--- config.mk ---
export PLATFORM = sky130hd
export DESIGN_NAME = display_scan
export DESIGN_NICKNAME = d
export VERILOG_FILES = /design/src/rtl/seg_pkg.sv /design/src/rtl/hex_to_seg.sv /design/src/rtl/display_scan.sv
export SDC_FILE = /design/constraint.sdc
export NUM_CORES = 1
export LEC_CHECK = 0
export ABC_AREA = 1
export BUFFER_PORTS_ARGS = -buffer_cell sky130_fd_sc_hd__buf_4
export CAP_MARGIN = 20
export CORE_MARGIN = 2
export CORE_UTILIZATION = 45
export CTS_CLUSTER_SIZE = 28
export DETAILED_ROUTE_END_ITERATION = 12
export PLACE_DENSITY = 0.74
export SLEW_MARGIN = 20
export SYNTH_ARGS = -nofsm -noshare
export SYNTH_HDL_FRONTEND = slang
export SYNTH_HIERARCHICAL = 1
export SYNTH_SLANG_ARGS = --single-unit
--- constraint.sdc ---
create_clock -name clk -period 3.1 [get_ports clk]
set_clock_uncertainty 0.05 [all_clocks]
set_input_delay 0.31 -clock clk [delete_from_list [all_inputs] [get_ports clk]]
set_output_delay 0.31 -clock clk [all_outputs]
set_load 0.02 [all_outputs]
--- src/rtl/seg_pkg.sv ---
// Shared constants, types and the hex-to-segment lookup for the 7-segment display driver.
// Segment vectors are active-low, bit 0 = segment a through bit 6 = segment g.
package seg_pkg;

    localparam logic [6:0] SEG_BLANK = 7'h7F;
    localparam logic [3:0] AN_OFF    = 4'hF;

    typedef logic [1:0] digit_idx_t;

    function automatic logic [6:0] hex_to_seg_f(input logic [3:0] nibble);
        logic [6:0] s;
        s = SEG_BLANK;
        unique case (nibble)
            4'h0: s = 7'b1000000;
            4'h1: s = 7'b1111001;
            4'h2: s = 7'b0100100;
            4'h3: s = 7'b0110000;
            4'h4: s = 7'b0011001;
            4'h5: s = 7'b0010010;
            4'h6: s = 7'b0000010;
            4'h7: s = 7'b1111000;
            4'h8: s = 7'b0000000;
            4'h9: s = 7'b0010000;
            4'hA: s = 7'b0001000;
            4'hB: s = 7'b0000011;
            4'hC: s = 7'b1000110;
            4'hD: s = 7'b0100001;
            4'hE: s = 7'b0000110;
            4'hF: s = 7'b0001110;
            default: s = SEG_BLANK;
        endcase
        return s;
    endfunction

endpackage

--- src/rtl/hex_to_seg.sv ---
// Combinational hex digit to active-low 7-segment decoder.
module hex_to_seg
    import seg_pkg::*;
(
    input  logic [3:0] nibble,
    output logic [6:0] seg
);

    assign seg = hex_to_seg_f(nibble);

endmodule

--- src/rtl/display_scan.sv ---
// Four-digit multiplexed 7-segment scanner with frame-shadowed value updates and
// optional leading-zero blanking. All display outputs are registered.
module display_scan
    import seg_pkg::*;
#(
    parameter int unsigned PRESCALE = 100000
) (
    input  logic        clk,
    input  logic        reset,
    input  logic        load,
    input  logic [15:0] value,
    input  logic [3:0]  dp_en,
    input  logic        blank_lz,
    output logic [3:0]  an,
    output logic [6:0]  seg,
    output logic        dp,
    output logic        tick
);

    localparam int unsigned PW = (PRESCALE > 1) ? $clog2(PRESCALE) : 1;
    localparam logic [PW-1:0] PCNT_MAX = PW'(PRESCALE - 1);

    logic [PW-1:0] pcnt_q, pcnt_d;
    digit_idx_t    idx_q, idx_d;
    logic [15:0]   pend_val_q, pend_val_d, act_val_q, act_val_d;
    logic [3:0]    pend_dp_q, pend_dp_d, act_dp_q, act_dp_d;
    logic [3:0]    an_q, an_d;
    logic [6:0]    seg_q, seg_d;
    logic          dp_q, dp_d;

    logic          boundary;
    logic [3:0]    nib;
    logic [6:0]    seg_dec;
    logic          lead_zero;
    logic          blank;

    assign tick     = (pcnt_q == PCNT_MAX);
    assign boundary = tick && (idx_q == 2'd3);

    hex_to_seg u_hex_to_seg (
        .nibble (nib),
        .seg    (seg_dec)
    );

    always_comb begin
        pcnt_d     = tick ? '0 : pcnt_q + 1'b1;
        idx_d      = tick ? idx_q + 2'd1 : idx_q;
        pend_val_d = load ? value : pend_val_q;
        pend_dp_d  = load ? dp_en : pend_dp_q;
        act_val_d  = act_val_q;
        act_dp_d   = act_dp_q;
        // A load coinciding with the frame wrap bypasses pending so it is not lost for a frame.
        if (boundary) begin
            act_val_d = load ? value : pend_val_q;
            act_dp_d  = load ? dp_en : pend_dp_q;
        end
    end

    always_comb begin
        nib       = act_val_q[{idx_q, 2'b00} +: 4];
        lead_zero = 1'b0;
        unique case (idx_q)
            2'd3:    lead_zero = (act_val_q[15:12] == 4'h0);
            2'd2:    lead_zero = (act_val_q[15:8] == 8'h00);
            2'd1:    lead_zero = (act_val_q[15:4] == 12'h000);
            default: lead_zero = 1'b0;
        endcase
        blank = blank_lz && lead_zero;
        if (blank) begin
            an_d  = AN_OFF;
            seg_d = SEG_BLANK;
            dp_d  = 1'b1;
        end else begin
            an_d  = ~(4'b0001 << idx_q);
            seg_d = seg_dec;
            dp_d  = ~act_dp_q[idx_q];
        end
    end

    always_ff @(posedge clk) begin
        if (reset) begin
            pcnt_q     <= '0;
            idx_q      <= '0;
            pend_val_q <= '0;
            pend_dp_q  <= '0;
            act_val_q  <= '0;
            act_dp_q   <= '0;
            an_q       <= AN_OFF;
            seg_q      <= SEG_BLANK;
            dp_q       <= 1'b1;
        end else begin
            pcnt_q     <= pcnt_d;
            idx_q      <= idx_d;
            pend_val_q <= pend_val_d;
            pend_dp_q  <= pend_dp_d;
            act_val_q  <= act_val_d;
            act_dp_q   <= act_dp_d;
            an_q       <= an_d;
            seg_q      <= seg_d;
            dp_q       <= dp_d;
        end
    end

    assign an  = an_q;
    assign seg = seg_q;
    assign dp  = dp_q;

endmodule

==> reports/metrics.yaml <==
cts:
  clk_latency_ns: 0.34
  cts_setup_buffers: 0
  post_cts_resized: 0
  root_buffer: "clkbuf_8"
  postCtsHoldBufs: 0
  cts_max_path_buffers: 2
  clock-sinks: 71
  numCtsBuffers: 9
  cts_tree: "built"
  ctsHtreeMaxLevel: 3
  cts.clk_slew.worst_paths_ns: 0.08
power_and_ir_drop:
  p_per_area_mw_per_mm2: 463
  vdd_drop_max_v: 0.000304
  p_leak_nw: 1.86
floorplanning:
  die-width_um: 92.1
  io_pins: 37
  fp-row-count: 32
  die_h_um: 92.1
  die_area_sq_mm: 0.00848
  initial_core_util_pct: 45.9
  core-area_sq_mm: 0.00761
worst_setup_path:
  r2r-end: "seg[3]"
  worstPathArrival_ns: 2.82
  worst_ep_required_time_ns: 3.26
  crit_start: "idx_q[0]"
  r2r_start: "idx_q[0]"
  critPathKind: "flop to flop"
  endpoint_kind: "flop"
  crit_end: "seg[3]"
  crit_path_start_kind: "flop"
  rrSetupSlack_ns: 0.45
  path_max_fanout: 18
  rr_worst_depth: 10
status:
  outcome: "complete, no violations"
synth:
  synth-edff-count: 0
  synthFlopType: "dfxtp_1"
  synth_top_area_cell: "dfxtp_1"
  ys_top_cells_by_count: "nand2_1 (123), inv_1 (81), dfxtp_1 (71), nor2_1 (70), o21ai_0 (29)"
  synth.most_common_cell: "nand2_1"
  synth_top_cell_area_share_pct: 40.7
  syn_inst: 515
  synth-seq-area-share_pct: 40.7
  synth_cell_type_count: 28
  synth.cell_area_sq_mm: 0.00349
  async_flop_share_pct: 0
  synth.avg_cell_area_sq_um: 6.78
  syn-num-nets: 552
  synth-seq-cells: 71
  synth.area.top_cells: "dfxtp_1 (41%), nand2_1 (13%), inv_1 (8.7%), nor2_1 (7.5%), ha_1 (4.7%)"
  ys_warn_count: 6
routing:
  ant_nets: 0
  routed_via_density: 4.73
  drc_errors: 0
  vias: 3074
  wl_um: 7020
  first_pass_iters: 4
  wl_per_cell_um: 10.8
  first_iter_violations: 208
finish:
  final_cell_count_no_fill: 650
  drive_above_1_share_pct: 12.8
  n_antenna_cell: 0
  syn_to_final_growth_pct: 15.6
  nets: 580
sta:
  worstMarginPinSlew_ns: 0.730
  period_needed_ns: 2.65
  setup_violations: 0
  fmax_mhz: 377
  period_share_pct: 85.5
  slew_headroom_pct: 51.4
  fin_tns_setup_ns: 0
  rsz0062_at_grt: "no"
  layout_setup_ws_ns: 0.449
  hold_viol: 0
  slew_viol_final: 0
worst_hold_path:
  hold_class: "input port to flop"
global_routing:
  grt_antenna_before_repair: 0
  grt_max_degree: 41
  grtUsageTotal_pct: 17.0
  grt-ovfl-total: 0
  grt_pass1_wl_um: 11800
  first_global_vias: 2717
placement:
  portBuffers: 36
  dp_cells: 634
  gp_routability_congestion: 0.882
  hpwl_um: 4910
  dp_slack_ns: 0.499
job:
  maxCapViolations: 0
## metal layers
layer  part of all wire, %  wire length [um]  track usage [%]
met1                    50              3480             23.2
met2                    44              3090             25.9
met3                   5.1               357             4.68
met4                   1.3                88             5.85
met5                     0                 0                0
## placed cells by master, fill, tap and decap left out, types with 4 or more instances in the layout
cell      count
a21oi_1      19
buf_4        40
clkbuf_8      9
dfxtp_1      71
ha_1         13
inv_1        81
inv_2         6
nand2_1     123
nand3_1      23
nand3b_1      9
nand4_1      23
nor2_1       70
nor3_1        4
o21ai_0      29
xor2_1        5
## worst min-delay path by stage
stage / from / endpoint / slack, ns / depth (start not counted)
global placement: pcnt_q[0] / pcnt_q[0] / 0.38 / 1
global route: reset / pend_val_q[13] / 0.24 / 2
CTS: reset / pend_val_q[12] / 0.23 / 2
finish: reset / pend_val_q[8] / 0.24 / 2
floorplan: pcnt_q[0] / pcnt_q[0] / 0.37 / 1
detailed placement: pcnt_q[0] / pcnt_q[0] / 0.39 / 1
## registers in the layout, summed over array words and instances (netlist names)
register    cells
an              4
pend_dp_q       4
dp              1
pcnt_q         17
act_val_q      16
act_dp_q        4
pend_val_q     16
idx_q           2
seg             7
## report_power, final
group | internal (mW) | total, mW | switching (mW) | leakage, nW
Clock | 0.454 | 0.817 | 0.363 | 0.105
Sequential | 0.937 | 0.945 | 0.00757 | 0.581
Combinational | 0.0455 | 0.107 | 0.0611 | 1.17
Total | 1.44 | 1.87 | 0.432 | 1.86
## stage by stage
stage	cell area [sq um]	utilization [%]	power [mW]	hold WS, ns
6_report	4030	53.0	1.87	0.241
5_1_grt	4030	53.0	1.95	0.239
4_1_cts	4030	53.0	1.89	0.231
3_5_place_dp	3810	50.1	1.07	0.392
3_3_place_gp	3810	50.1	1.07	0.381
2_1_floorplan	3490	-	1.03	0.367
## cells by family after synthesis
group	Yosys count	synth area share [%]
AO/OA/AOI/OAI	51	7.49
XOR/XNOR	7	1.76
adder cells (fa/ha/maj)	13	4.66
buffers and inverters	112	12.6
flip-flops	71	40.7
AND/OR/NAND/NOR	261	32.8
## critical path, stage by stage (launching register included)
cell      delay [ns]
dfxtp_1         0.53
inv_1           0.33
o21ai_0         0.24
a21oi_1         0.07
a21oi_1         0.42
inv_1           0.20
ha_1            0.36
nand2_1         0.05
nand3_1         0.08
nand2_1         0.05
nand3b_1        0.14
## cell type report
class | instances | area (sq um)
Clock buffer | 9 | 124
Clock inverter | 7 | 97.6
Fill cell | 723 | 3570
Inverter | 89 | 334
Multi-Input combinational cell | 332 | 1630
Sequential cell | 71 | 1420
Tap cell | 102 | 128
Timing Repair Buffer | 40 | 300
No activity file was read; power rests on OpenSTA's default activity.
